==> src/rtl/isa_pkg.sv <==
// Shared ISA constants for fetch, forwarding and the LM/SM sequencer.
// Opcodes, NOP encoding, instruction field positions and the sequencer state type.
package isa_pkg;

  localparam logic [3:0] OpLw = 4'b0100;
  localparam logic [3:0] OpSw = 4'b0101;
  localparam logic [3:0] OpLm = 4'b0110;
  localparam logic [3:0] OpSm = 4'b0111;

  // Opcode 1011 is unused by the ISA, so it doubles as a NOP.
  localparam logic [15:0] NopIr = 16'hB000;

  localparam int unsigned OpMsb   = 15;
  localparam int unsigned OpLsb   = 12;
  localparam int unsigned RaMsb   = 11;
  localparam int unsigned RaLsb   = 9;
  localparam int unsigned ListMsb = 7;
  localparam int unsigned ListLsb = 0;

  typedef enum logic [0:0] {StIdle, StSeq} seq_state_e;

  // Number of set bits in mask strictly below position idx.
  function automatic logic [2:0] rank_below(input logic [7:0] mask, input logic [2:0] idx);
    logic [2:0] cnt;
    cnt = '0;
    for (int j = 0; j < 7; j++) begin
      if (j < int'(idx) && mask[j]) cnt = cnt + 3'd1;
    end
    return cnt;
  endfunction

endpackage

==> src/rtl/lowest_set8.sv <==
// Lowest-set-bit encoder over an 8-bit register list with one optionally excluded index.
// The excluded bit is only reported once it is the sole remaining bit.
module lowest_set8
  import isa_pkg::*;
(
  input  logic [7:0] mask_i,
  input  logic [2:0] excl_idx_i,
  input  logic       excl_en_i,
  output logic [2:0] idx_o,
  output logic [2:0] rank_o,
  output logic       valid_o
);

  logic [7:0] excl_bit;
  logic [7:0] eff_mask;
  logic [7:0] pick_mask;

  always_comb begin
    excl_bit  = excl_en_i ? (8'b1 << excl_idx_i) : 8'b0;
    eff_mask  = mask_i & ~excl_bit;
    pick_mask = (eff_mask != 8'b0) ? eff_mask : mask_i;
    idx_o     = 3'd0;
    for (int i = 7; i >= 0; i--) begin
      if (pick_mask[i]) idx_o = 3'(i);
    end
    rank_o  = rank_below(mask_i, idx_o);
    valid_o = (mask_i != 8'b0);
  end

endmodule

==> src/rtl/lm_sm_sequencer.sv <==
// Expands LM/SM leaving fetch into one LW/SW micro-op per cycle, holding the PC until
// the last one issues. The first micro-op is combinational from IR_in.
module lm_sm_sequencer
  import isa_pkg::*;
#(
  parameter logic [15:0] NOP_IR = NopIr
) (
  input  logic        clk,
  input  logic        reset,
  input  logic [15:0] IR_in,
  input  logic        IR_valid,
  input  logic        stall_in,
  input  logic        flush,
  output logic [15:0] new_IR_multi,
  output logic        IR_load_mux,
  output logic        PCWrite,
  output logic        busy
);

  seq_state_e state_q, state_d;
  logic [7:0] mask_q, mask_d;
  logic [2:0] ra_q, ra_d;
  logic       is_lm_q, is_lm_d;
  logic [2:0] rank_q, rank_d;
  logic       defer_q, defer_d;
  logic [2:0] defer_rank_q, defer_rank_d;

  logic [3:0]  ir_op;
  logic [2:0]  ir_ra;
  logic [7:0]  ir_list;
  logic        ir_is_lm, ir_is_multi, unused_ir_bit;
  logic        in_seq, detect, sole, uop_is_lm;
  logic [7:0]  sel_mask, clear_bit;
  logic [2:0]  sel_ra, uop_k, lo_idx, lo_rank;
  logic        sel_excl, lo_valid;
  logic [15:0] uop;

  assign ir_op         = IR_in[OpMsb:OpLsb];
  assign ir_ra         = IR_in[RaMsb:RaLsb];
  assign ir_list       = IR_in[ListMsb:ListLsb];
  assign unused_ir_bit = IR_in[8];
  assign ir_is_lm      = (ir_op == OpLm);
  assign ir_is_multi   = ir_is_lm || (ir_op == OpSm);
  assign in_seq        = (state_q == StSeq);

  // In IDLE the encoder looks at the incoming list, in SEQ at the registered remainder.
  assign sel_mask  = in_seq ? mask_q : ir_list;
  assign sel_ra    = in_seq ? ra_q : ir_ra;
  assign sel_excl  = in_seq ? defer_q : (ir_is_lm && ir_list[ir_ra]);
  assign uop_is_lm = in_seq ? is_lm_q : ir_is_lm;

  lowest_set8 u_lowest_set8 (
    .mask_i    (sel_mask),
    .excl_idx_i(sel_ra),
    .excl_en_i (sel_excl),
    .idx_o     (lo_idx),
    .rank_o    (lo_rank),
    .valid_o   (lo_valid)
  );

  always_comb begin
    sole      = ((sel_mask & (sel_mask - 8'd1)) == 8'd0);
    clear_bit = 8'b1 << lo_idx;
    // Only a pending deferred base can sit below the current pick in SEQ.
    if (!in_seq) begin
      uop_k = lo_rank;
    end else if (defer_q && lo_idx == ra_q) begin
      uop_k = defer_rank_q;
    end else begin
      uop_k = rank_q + lo_rank;
    end
    uop = {(uop_is_lm ? OpLw : OpSw), lo_idx, sel_ra, 3'b000, uop_k};
  end

  always_comb begin
    state_d      = state_q;
    mask_d       = mask_q;
    ra_d         = ra_q;
    is_lm_d      = is_lm_q;
    rank_d       = rank_q;
    defer_d      = defer_q;
    defer_rank_d = defer_rank_q;
    new_IR_multi = NOP_IR;
    IR_load_mux  = 1'b0;
    PCWrite      = 1'b1;
    detect       = 1'b0;

    unique case (state_q)
      StIdle: begin
        detect = IR_valid && ir_is_multi && !flush && !stall_in;
        if (detect) begin
          IR_load_mux = 1'b1;
          if (lo_valid) begin
            new_IR_multi = uop;
            if (!sole) begin
              PCWrite      = 1'b0;
              state_d      = StSeq;
              mask_d       = ir_list & ~clear_bit;
              ra_d         = ir_ra;
              is_lm_d      = ir_is_lm;
              rank_d       = 3'd1;
              defer_d      = sel_excl;
              defer_rank_d = rank_below(ir_list, ir_ra);
            end
          end
        end
      end
      StSeq: begin
        IR_load_mux  = 1'b1;
        new_IR_multi = uop;
        PCWrite      = !stall_in && sole;
        if (!stall_in) begin
          mask_d = mask_q & ~clear_bit;
          if (rank_q != 3'd7) rank_d = rank_q + 3'd1;
          if (lo_idx == ra_q) defer_d = 1'b0;
          if (sole) state_d = StIdle;
        end
      end
      default: state_d = StIdle;
    endcase

    if (flush) begin
      state_d = StIdle;
      mask_d  = 8'b0;
      defer_d = 1'b0;
    end
  end

  assign busy = in_seq;

  always_ff @(posedge clk) begin
    if (!reset) begin
      state_q      <= StIdle;
      mask_q       <= 8'b0;
      ra_q         <= 3'd0;
      is_lm_q      <= 1'b0;
      rank_q       <= 3'd0;
      defer_q      <= 1'b0;
      defer_rank_q <= 3'd0;
    end else begin
      state_q      <= state_d;
      mask_q       <= mask_d;
      ra_q         <= ra_d;
      is_lm_q      <= is_lm_d;
      rank_q       <= rank_d;
      defer_q      <= defer_d;
      defer_rank_q <= defer_rank_d;
    end
  end

endmodule

==> config.mk <==
export PLATFORM = sky130hd
export DESIGN_NAME = lm_sm_sequencer
export DESIGN_NICKNAME = d
export VERILOG_FILES = /design/src/rtl/isa_pkg.sv /design/src/rtl/lowest_set8.sv /design/src/rtl/lm_sm_sequencer.sv
export SDC_FILE = /design/constraint.sdc
export NUM_CORES = 1
export LEC_CHECK = 0
export CAP_MARGIN = 20
export CORE_MARGIN = 2
export CORE_UTILIZATION = 61
export CTS_CLUSTER_DIAMETER = 150
export DETAILED_ROUTE_END_ITERATION = 12
export HOLD_SLACK_MARGIN = 0.05
export PLACE_DENSITY = 0.95
export RECOVER_POWER = 50
export REMOVE_ABC_BUFFERS = 1
export SETUP_SLACK_MARGIN = 0.15
export SLEW_MARGIN = 40
export SYNTH_ARGS = -nofsm -noshare
export SYNTH_HDL_FRONTEND = slang
export SYNTH_SLANG_ARGS = --single-unit
==> constraint.sdc <==
create_clock -name clk -period 17.5 [get_ports clk]
set_clock_uncertainty 0.15 [all_clocks]
set_input_delay 3.5 -clock clk [delete_from_list [all_inputs] [get_ports clk]]
set_output_delay 3.5 -clock clk [all_outputs]
set_load 0.03 [all_outputs]
== Word level (Yosys, flattened, before mapping) ==
Index checks and enable logic that the tools add are counted.
Operators by class
  add/sub/neg operators: 15
  multiply operators: 0
  div/mod/pow operators: 0
  $lt $le $gt $ge: 15
  equality and inequality tests: 10
  shift operators: 2
  mux-type cells: 88
  bitwise logic cells: 9
  reductions and logical operators: 31
Operators by type and width (number)
  3-bit two-way mux: 52
  8-bit two-way mux: 7
  3-bit by 1-bit adder with 3-bit output, second input constant: 12
  8-bit bitwise AND: 4
  16-bit two-way mux: 2
  16-bit one-hot mux with 2 select lines: 1
  1-bit logical AND: 20
  1-bit two-way mux: 19
  3-bit < comparator, first input constant: 6
  8-bit NOT: 2
  8-bit one-hot mux with 2 select lines: 1
  8-bit nonzero test: 2
  1-bit by 3-bit left shift with 8-bit output, first input constant: 2
  1-bit by 3-bit < comparator with 1-bit output, first input constant: 4
  2-bit by 3-bit < comparator with 1-bit output, first input constant: 4
  5-bit AND reduction: 2
  4-bit by 3-bit equality test with 1-bit output, second input constant: 2
  8-bit logical NOT: 1
  2-bit inequality test, second input constant: 4
  1-bit one-hot mux with 2 select lines: 4
  4-bit AND reduction: 2
  8-bit by 1-bit subtractor with 8-bit output, second input constant: 1
  3-bit one-hot mux with 2 select lines: 1
  3-bit by 4-bit < comparator with 1-bit output, second input constant: 1
  other kinds (10): 14
Storage, ports and cells
  bits in registers: 20
  latch bits: 0
  RAM bits: 0
  bits in read-only memories: 0
  word-level logic and storage cells: 177
  memories: 0

== Logic depth before layout (Yosys ltp) ==
Gate-level depths: netlist (run 1).
  word-level depth: 40
  depth in mapped cells: 29

== By module ==
A second synthesis (run 1) with hierarchy kept.
Unflattened totals
  cell total of the unflattened synthesis: 403
  area total of the unflattened synthesis: 3148.0 um2
By module, submodules not included
  lm_sm_sequencer: times used 1, cells an instance 258, area each 2092.0 um2, sequential area each 400.4 um2
  lowest_set8: times used 1, cells an instance 145, area each 1056.0 um2, sequential area each 0.0 um2

== Least setup slack after synthesis (run 1) ==
Ideal clock, no wire load.
  path kind: input to output
  start point: input IR_in[9]
  end point: output new_IR_multi[1]
  arrival time: 9443 ps
  required time: 13850 ps
  path slack: 4407 ps
  cell stages on the path: 25
  buffers on the path: 2
  cell sequence: buf_2 -> mux2i_1 -> o22ai_1 -> o21bai_1 -> a211oi_1 -> o311ai_1 -> buf_6 -> a311oi_1 -> a211oi_2 -> nor2_1 -> o22ai_1 -> a21oi_1 -> ha_1 -> xor2_1 -> ha_1 -> o31ai_1 -> xor2_1 -> mux2i_1 -> ha_1 -> mux2_2 -> a31oi_1 -> fa_1 -> inv_1 -> mux2i_1 -> o22ai_1
On the way
  longest elaborated chain between the ends: 38
Ends and longest elaborated chain
  start, declared: line lm_sm_sequencer.sv:10  | input logic [15:0] IR_in,
  1-bit binary-select mux with 3-bit select: line lm_sm_sequencer.sv:49  | assign sel_excl = in_seq ? defer_q : (ir_is_lm && ir_list[ir_ra]);
  1-bit two-way mux (implied by the code): line lm_sm_sequencer.sv:49
  1-bit logical AND: line lm_sm_sequencer.sv:49
  1-bit two-way mux: line lm_sm_sequencer.sv:49
  8-bit two-way mux *: line lowest_set8.sv:19  | excl_bit = excl_en_i ? (8'b1 << excl_idx_i) : 8'b0;
  8-bit NOT *: line lowest_set8.sv:20  | eff_mask = mask_i & ~excl_bit;
  8-bit bitwise AND *: line lowest_set8.sv:20
  8-bit nonzero test: line lowest_set8.sv:21  | pick_mask = (eff_mask != 8'b0) ? eff_mask : mask_i;
  (+22 left out)
  3-bit by 1-bit adder with 3-bit output: line isa_pkg.sv:27  | if (j < int'(idx) && mask[j]) cnt = cnt + 3'd1;
  3-bit two-way mux: line isa_pkg.sv:27
  3-bit adder: line lm_sm_sequencer.sv:70  | uop_k = rank_q + lo_rank;
  3-bit two-way mux: line lm_sm_sequencer.sv:67  | end else if (defer_q && lo_idx == ra_q) begin
  3-bit two-way mux *: line lm_sm_sequencer.sv:65  | if (!in_seq) begin
  16-bit two-way mux: line lm_sm_sequencer.sv:93  | if (lo_valid) begin
  16-bit two-way mux: line lm_sm_sequencer.sv:91  | if (detect) begin
  16-bit one-hot mux with 2 select lines *: line lm_sm_sequencer.sv:88  | unique case (state_q)
  end, declared: line lm_sm_sequencer.sv:14  | output logic [15:0] new_IR_multi,
Every way passes the cells marked *; elsewhere a longest branch is shown, timed or not. The select of a mux whose other input is x is not followed.

== Worst setup path after layout (run 1) ==
  start point: input IR_in[9]
  end point: output new_IR_multi[2]
The elaborated chain is that of the path after synthesis.

==> flow_metrics.env, run 1 <==
export IMPL_synthesis_area_sq_um=2840
export IMPL_violations="capacitance limit, slew limit"
export IMPL_final_util_pct=73.1
export IMPL_finalWirelength_um=8230
export IMPL_synth_edf_count=0
export IMPL_synth_distinct_cells=73
export IMPL_cts_htree_levels=1
export IMPL_slew_viol_final=31
export IMPL_grt_pass1_vias=2817
export IMPL_reg2reg_slack_ps=11160
export IMPL_drt_iter0_drc=304
export IMPL_worstPathArrival_ps=12360
export IMPL_yosysTopAreaCell="dfxtp_1"
export IMPL_crit_fanout=11
export IMPL_die_x_um=72.2
export IMPL_relSlewSlack_pct=-26.8
export IMPL_stdcell_area_sq_um=3230
export IMPL_synth_compound_area_share_pct=27.5
export IMPL_fin_crit_sh_pct=91.5
export IMPL_status="finished with violations"
export IMPL_muxShareOfSynthArea_pct=17.3
export IMPL_async_flop_share_pct=0
export IMPL_post_synth_xor_area_fraction_pct=6.17
export IMPL_io_buffers=35
export IMPL_grt_ovfl_total=0
export IMPL_grt_pass1_wl_um=13200
export IMPL_final_cells=436
export IMPL_worstHoldStart="mask_q[5]"
export IMPL_synth_top_cell_area_share_pct=14.1
export IMPL_vias_per_cell=6.82
export IMPL_power_per_cell_area_nw_per_um2=47.5
export IMPL_vias=2973
export IMPL_hold_buffers=0
export IMPL_startpoint_type="input port"
export IMPL_peakVddDrop_uv=29.6
export IMPL_crit_path_end_kind="primary output"
export IMPL_cts_resized_gates=0
export IMPL_cts_tree="yes"
export IMPL_cp_data_required_time_ps=13850
export IMPL_holdPathEnd="mask_q[5]"
export IMPL_drive_above_1_share_pct=9.64
export IMPL_antenna_found_initial=0
export IMPL_tns_ps=0
export IMPL_yosys_area_share_simple_pct=20.5
export IMPL_place_gp_congestion=0.994
export IMPL_crit_slowest_cell="a211oi_1"
export IMPL_layout_nets=424
export IMPL_dpl_cell_area_sq_um=3180
export IMPL_drc=0
export IMPL_die_area_sq_um=5220
export IMPL_max_stage_delay_ps=930
export IMPL_clk_pin_slew_ps=90
export IMPL_dr_pass1_iters=7
export IMPL_cts_setup_buffers=0
export IMPL_rows=24
export IMPL_yosys_top_cells_count="nor2_1 (43), nand2_1 (31), mux2i_1 (24)"
export IMPL_reg2reg_to="mask_q[0]"
export IMPL_synth_avg_cell_area_sq_um=7.95
export IMPL_hold_viol_final=0
export IMPL_synth_top_cells_by_area="dfxtp_1 (14%), mux2i_1 (8.5%), ha_1 (7.5%)"
export IMPL_wl_per_cell_um=18.9
export IMPL_yosysWarnings=0
export IMPL_worstHoldPathType="reg -> reg"
export IMPL_clk_path_buf_depth=2
export IMPL_worst_path_buf_inv=3
export IMPL_rr_startpoint="busy"
export IMPL_rsz0062_at_grt="no"
export IMPL_postRouteAntennaNets=0
export IMPL_die_h_um=72.2
export IMPL_insertion_delay_ps=270
export IMPL_ctsRootBufferMaster="clkbuf_8"
export IMPL_dp_hpwl_um=6240
export IMPL_synth_ff_type="dfxtp_1"
export IMPL_place_inst=432
export IMPL_reg2regPathDepth=14
export IMPL_syn_inst=357
export IMPL_worstMarginPinSlew_ps=1900
export IMPL_fmax_mhz=62.5
export IMPL_hold_depth=2
export IMPL_grt_usage_pct=32.0
export IMPL_grt_max_degree=31
export IMPL_n_antenna_cell=0
export IMPL_yosysMostFrequentCell="nor2_1"
export IMPL_synthAdderAreaFrac_pct=8.55
export IMPL_ys_ff_latch=20
export IMPL_cap_violations=1
export IMPL_seq_area_frac_synth_pct=14.1
export IMPL_cts_sinks=20
export IMPL_synth_top_family_by_area="compound AO/OA/AOI/OAI gates"
export IMPL_core_area_sq_um=4410
export IMPL_setup_viol=0
export IMPL_crit_family="compound AO/OA/AOI/OAI gates"
export IMPL_path_class="in -> out"
export IMPL_syn_to_final_growth_pct=13.7
export IMPL_leakagePower_nw=1.24
export IMPL_initial_core_util_pct=64.3
export IMPL_io_pins=40
export IMPL_period_needed_ps=16010
export IMPL_cts_buffers=3
[report_power, final]
part	internal, mW	switching (mW)
clock	0.0306	0.0181
sequential	0.0457	0.000371
combinational	0.0240	0.0346
total	0.100	0.0530
[stage by stage]
| step | power (mW) | hold slack (ps) | setup slack [ps] |
|---|---|---|---|
| 2_1_floorplan | 0.0871 | 292 | 4180 |
| 3_3_place_gp | 0.102 | 307 | 2690 |
| 3_5_place_dp | 0.104 | 317 | 2540 |
| 4_1_cts | 0.152 | 332 | 2480 |
| 5_1_grt | 0.160 | 358 | 990 |
| 6_report | 0.153 | 332 | 1490 |
[final cells by class]
cell class                 instances  area [sq um]
clock inverter                     1          30.0
inverter                          15          56.3
clock buffer                       3          41.3
sequential                        20           400
multi-input combinational        308          2280
timing repair buffer              37           358
fill                             358          1190
tap                               52          65.1
[cell families after synthesis]
logic type	after synthesis
DFF	20
AOI/OAI and AO/OA	105
adders and majority gates	19
muxes	43
xor gates and xnor gates	17
buffers and inverters	31
and+or+nand+nor	121
other	1
[layer usage]
| metal | part of all wire (%) | wire, um | GRT usage [%] |
|---|---|---|---|
| met4 | 2.6 | 214 | 12.2 |
| met2 | 47 | 3880 | 53.4 |
| met1 | 41 | 3400 | 41.2 |
| met5 | 0 | 0 | 0 |
| met3 | 8.9 | 733 | 5.56 |
[flip-flops by register name, indices dropped and copies added, names as in the netlist]
signal        flops
ra_q              3
is_lm_q           1
busy              1
defer_q           1
rank_q            3
mask_q            8
defer_rank_q      3
[worst max-delay path by stage]
stage	start	endpoint	slack (ps)	cells past startpoint
2_1_floorplan	IR_in[9]	new_IR_multi[2]	4180	24
3_3_place_gp	IR_in[9]	new_IR_multi[2]	2690	27
3_5_place_dp	IR_in[9]	new_IR_multi[2]	2540	27
4_1_cts	IR_in[9]	new_IR_multi[2]	2480	27
5_1_grt	IR_in[9]	new_IR_multi[2]	990	27
6_report	IR_in[9]	new_IR_multi[2]	1490	27
[cell usage in the layout (no fill, tap or decap), types with 3 or more instances in the layout]
master and count:
ha_1 17, o2111ai_1 3, a21o_1 4, nor2b_1 10
o22ai_1 7, dfxtp_1 20, a31oi_1 4, and2_1 6
o211ai_1 5, xor2_1 8, a211o_1 4, a211oi_1 8
a22oi_1 3, nand3_1 5, clkbuf_8 3, mux2i_2 5
a21oi_1 23, xnor2_1 7, o21ai_0 14, inv_1 14
nand4_1 4, conb_1 3, nor2_1 43, o31ai_1 3
mux2i_1 22, nand2_1 31, a311oi_1 4, clkdlybuf4s50_1 33
nand2b_1 6, mux2_2 11
[worst register-to-register path: stages, from the launching register on]
cell and delay (ps):
dfxtp_1 420, clkbuf_1 1400, mux2i_1 660, nor2_1 170, a32oi_1 350, a211oi_2 70
o311ai_0 110, clkbuf_1 410, a31oi_1 250, a211oi_1 930, nor2_1 240, o22ai_1 550
a21oi_1 270, mux2i_1 190, nor2_1 50
(Power assumes the default switching activity.)
==> run 2, diff against run 1 <==
Settings changed: SLEW_MARGIN 40 to 20.
==> flow_metrics.env, run 2 (synthesis gave the netlist of run 1 again) <==
export IMPL_tns_ps=0
export IMPL_core_area_sq_um=4410
export IMPL_die_x_um=72.2
export IMPL_wl_per_cell_um=18.6
export IMPL_drt_iter0_drc=265
export IMPL_place_gp_congestion=0.994
export IMPL_clk_pin_slew_ps=80
export IMPL_postRouteAntennaNets=0
export IMPL_hold_buffers=0
export IMPL_startpoint_type="input port"
export IMPL_vias_per_cell=6.81
export IMPL_grt_usage_pct=31.8
export IMPL_max_stage_delay_ps=880
export IMPL_peakVddDrop_uv=38.3
export IMPL_drive_above_1_share_pct=9.38
export IMPL_fmax_mhz=62.3
export IMPL_n_antenna_cell=0
export IMPL_cts_htree_levels=1
export IMPL_worstPathArrival_ps=12390
export IMPL_hold_viol_final=0
export IMPL_relSlewSlack_pct=-25.3
export IMPL_crit_fanout=11
export IMPL_hold_slack_ps=332
export IMPL_cts_sinks=20
export IMPL_fin_crit_sh_pct=91.7
export IMPL_worstMarginPinSlew_ps=1880
export IMPL_clk_path_buf_depth=2
export IMPL_die_area_sq_um=5220
export IMPL_worstHoldPathType="reg -> reg"
export IMPL_cts_tree="yes"
export IMPL_crit_family="compound AO/OA/AOI/OAI gates"
export IMPL_grt_ovfl_total=0
export IMPL_dp_hpwl_um=6240
export IMPL_rsz0062_at_grt="no"
export IMPL_regMostFlops="mask_q"
export IMPL_path_class="in -> out"
export IMPL_crit_path_end_kind="primary output"
export IMPL_preCtsSetupSlack_ps=2500
export IMPL_insertion_delay_ps=270
export IMPL_largest_reg_flops=8
export IMPL_worst_path_buf_inv=3
export IMPL_io_pins=40
export IMPL_rows=24
export IMPL_cts_resized_gates=0
export IMPL_final_common_cell="nor2_1"
export IMPL_dpl_cell_area_sq_um=3170
export IMPL_grt_max_degree=31
export IMPL_stdcell_area_sq_um=3220
export IMPL_crit_slowest_cell="a211oi_1"
export IMPL_cts_buffers=3
export IMPL_setup_viol=0
export IMPL_ctsRootBufferMaster="clkbuf_8"
export IMPL_antenna_found_initial=0
export IMPL_setup_slack_ps=1460
export IMPL_dr_pass1_iters=5
export IMPL_power_per_cell_area_nw_per_um2=47.5
export IMPL_layout_nets=424
export IMPL_finalWirelength_um=8100
export IMPL_status="finished with violations"
export IMPL_violations="capacitance limit, slew limit"
export IMPL_final_cell_mix="nor2_1 (43), clkdlybuf4s50_1 (33), nand2_1 (31)"
export IMPL_cp_data_required_time_ps=13850
export IMPL_initial_core_util_pct=64.3
export IMPL_grt_pass1_vias=2828
export IMPL_vias=2968
export IMPL_grt_pass1_wl_um=13200
export IMPL_io_buffers=35
export IMPL_leakagePower_nw=1.24
export IMPL_slew_viol_final=31
export IMPL_cap_violations=1
export IMPL_die_h_um=72.2
export IMPL_cts_setup_buffers=0
export IMPL_drc=0
export IMPL_syn_to_final_growth_pct=13.6
export IMPL_period_needed_ps=16040
run 2: cell count changes in the layout (fill, tap and decap cells not counted):
cell	previous run	this run
mux2i_1	22	24
mux2i_2	5	3
o211ai_1	5	4
o211ai_2	0	1
run 2: power breakdown:
part	total, mW	switching, mW	internal, mW
sequential	0.0461	0.000366	0.0457
combinational	0.0585	0.0346	0.0239
clock	0.0486	0.0180	0.0306
run 2: layout make-up:
class                   instances  area, sq um
clock buffers                   3         41.3
inverters                      15         56.3
clock inverters                 1         30.0
flip-flops and latches         20          400
multi-input cells             308         2270
well taps                      52         65.1
fillers                       363         1190
repair buffers                 37          358
run 2: final timing paths:
check | start | end | slack [ps] | depth (start not counted)
worst max register to register | busy | mask_q[0] | 11230 | 14
worst min-delay path | mask_q[5] | mask_q[5] | 330 | 2
worst max-delay path | IR_in[9] | new_IR_multi[2] | 1460 | 27
worst min register to register | mask_q[5] | mask_q[5] | 330 | 2
run 2: metrics by stage:
step / cells / power (mW) / util (%)
final: 436 / 0.153 / 73.0
after global routing: 436 / 0.160 / 73.0
after CTS: 436 / 0.152 / 73.5
after detailed placement: 432 / 0.104 / 71.9
after global placement: 432 / 0.102 / 71.9
after floorplan: 343 / 0.0871 / -
run 2: worst register-to-register path: cells and delay by family, from the launching register on:
kind	cells	cell delay (ps)
AO/OA/AOI/OAI	6	2380
buffers and inverters	2	1790
multiplexers	2	830
AND/OR/NAND/NOR	4	630
flip-flops	1	390
run 2: routing by layer:
metal	vias to the layer above	part of all wire, %	GRT usage (%)
met5	-	0	0
met4	0	3.2	11.5
met3	34	9.3	5.56
met2	171	46	53.6
met1	1383	41	40.8
li1	1380	-	-
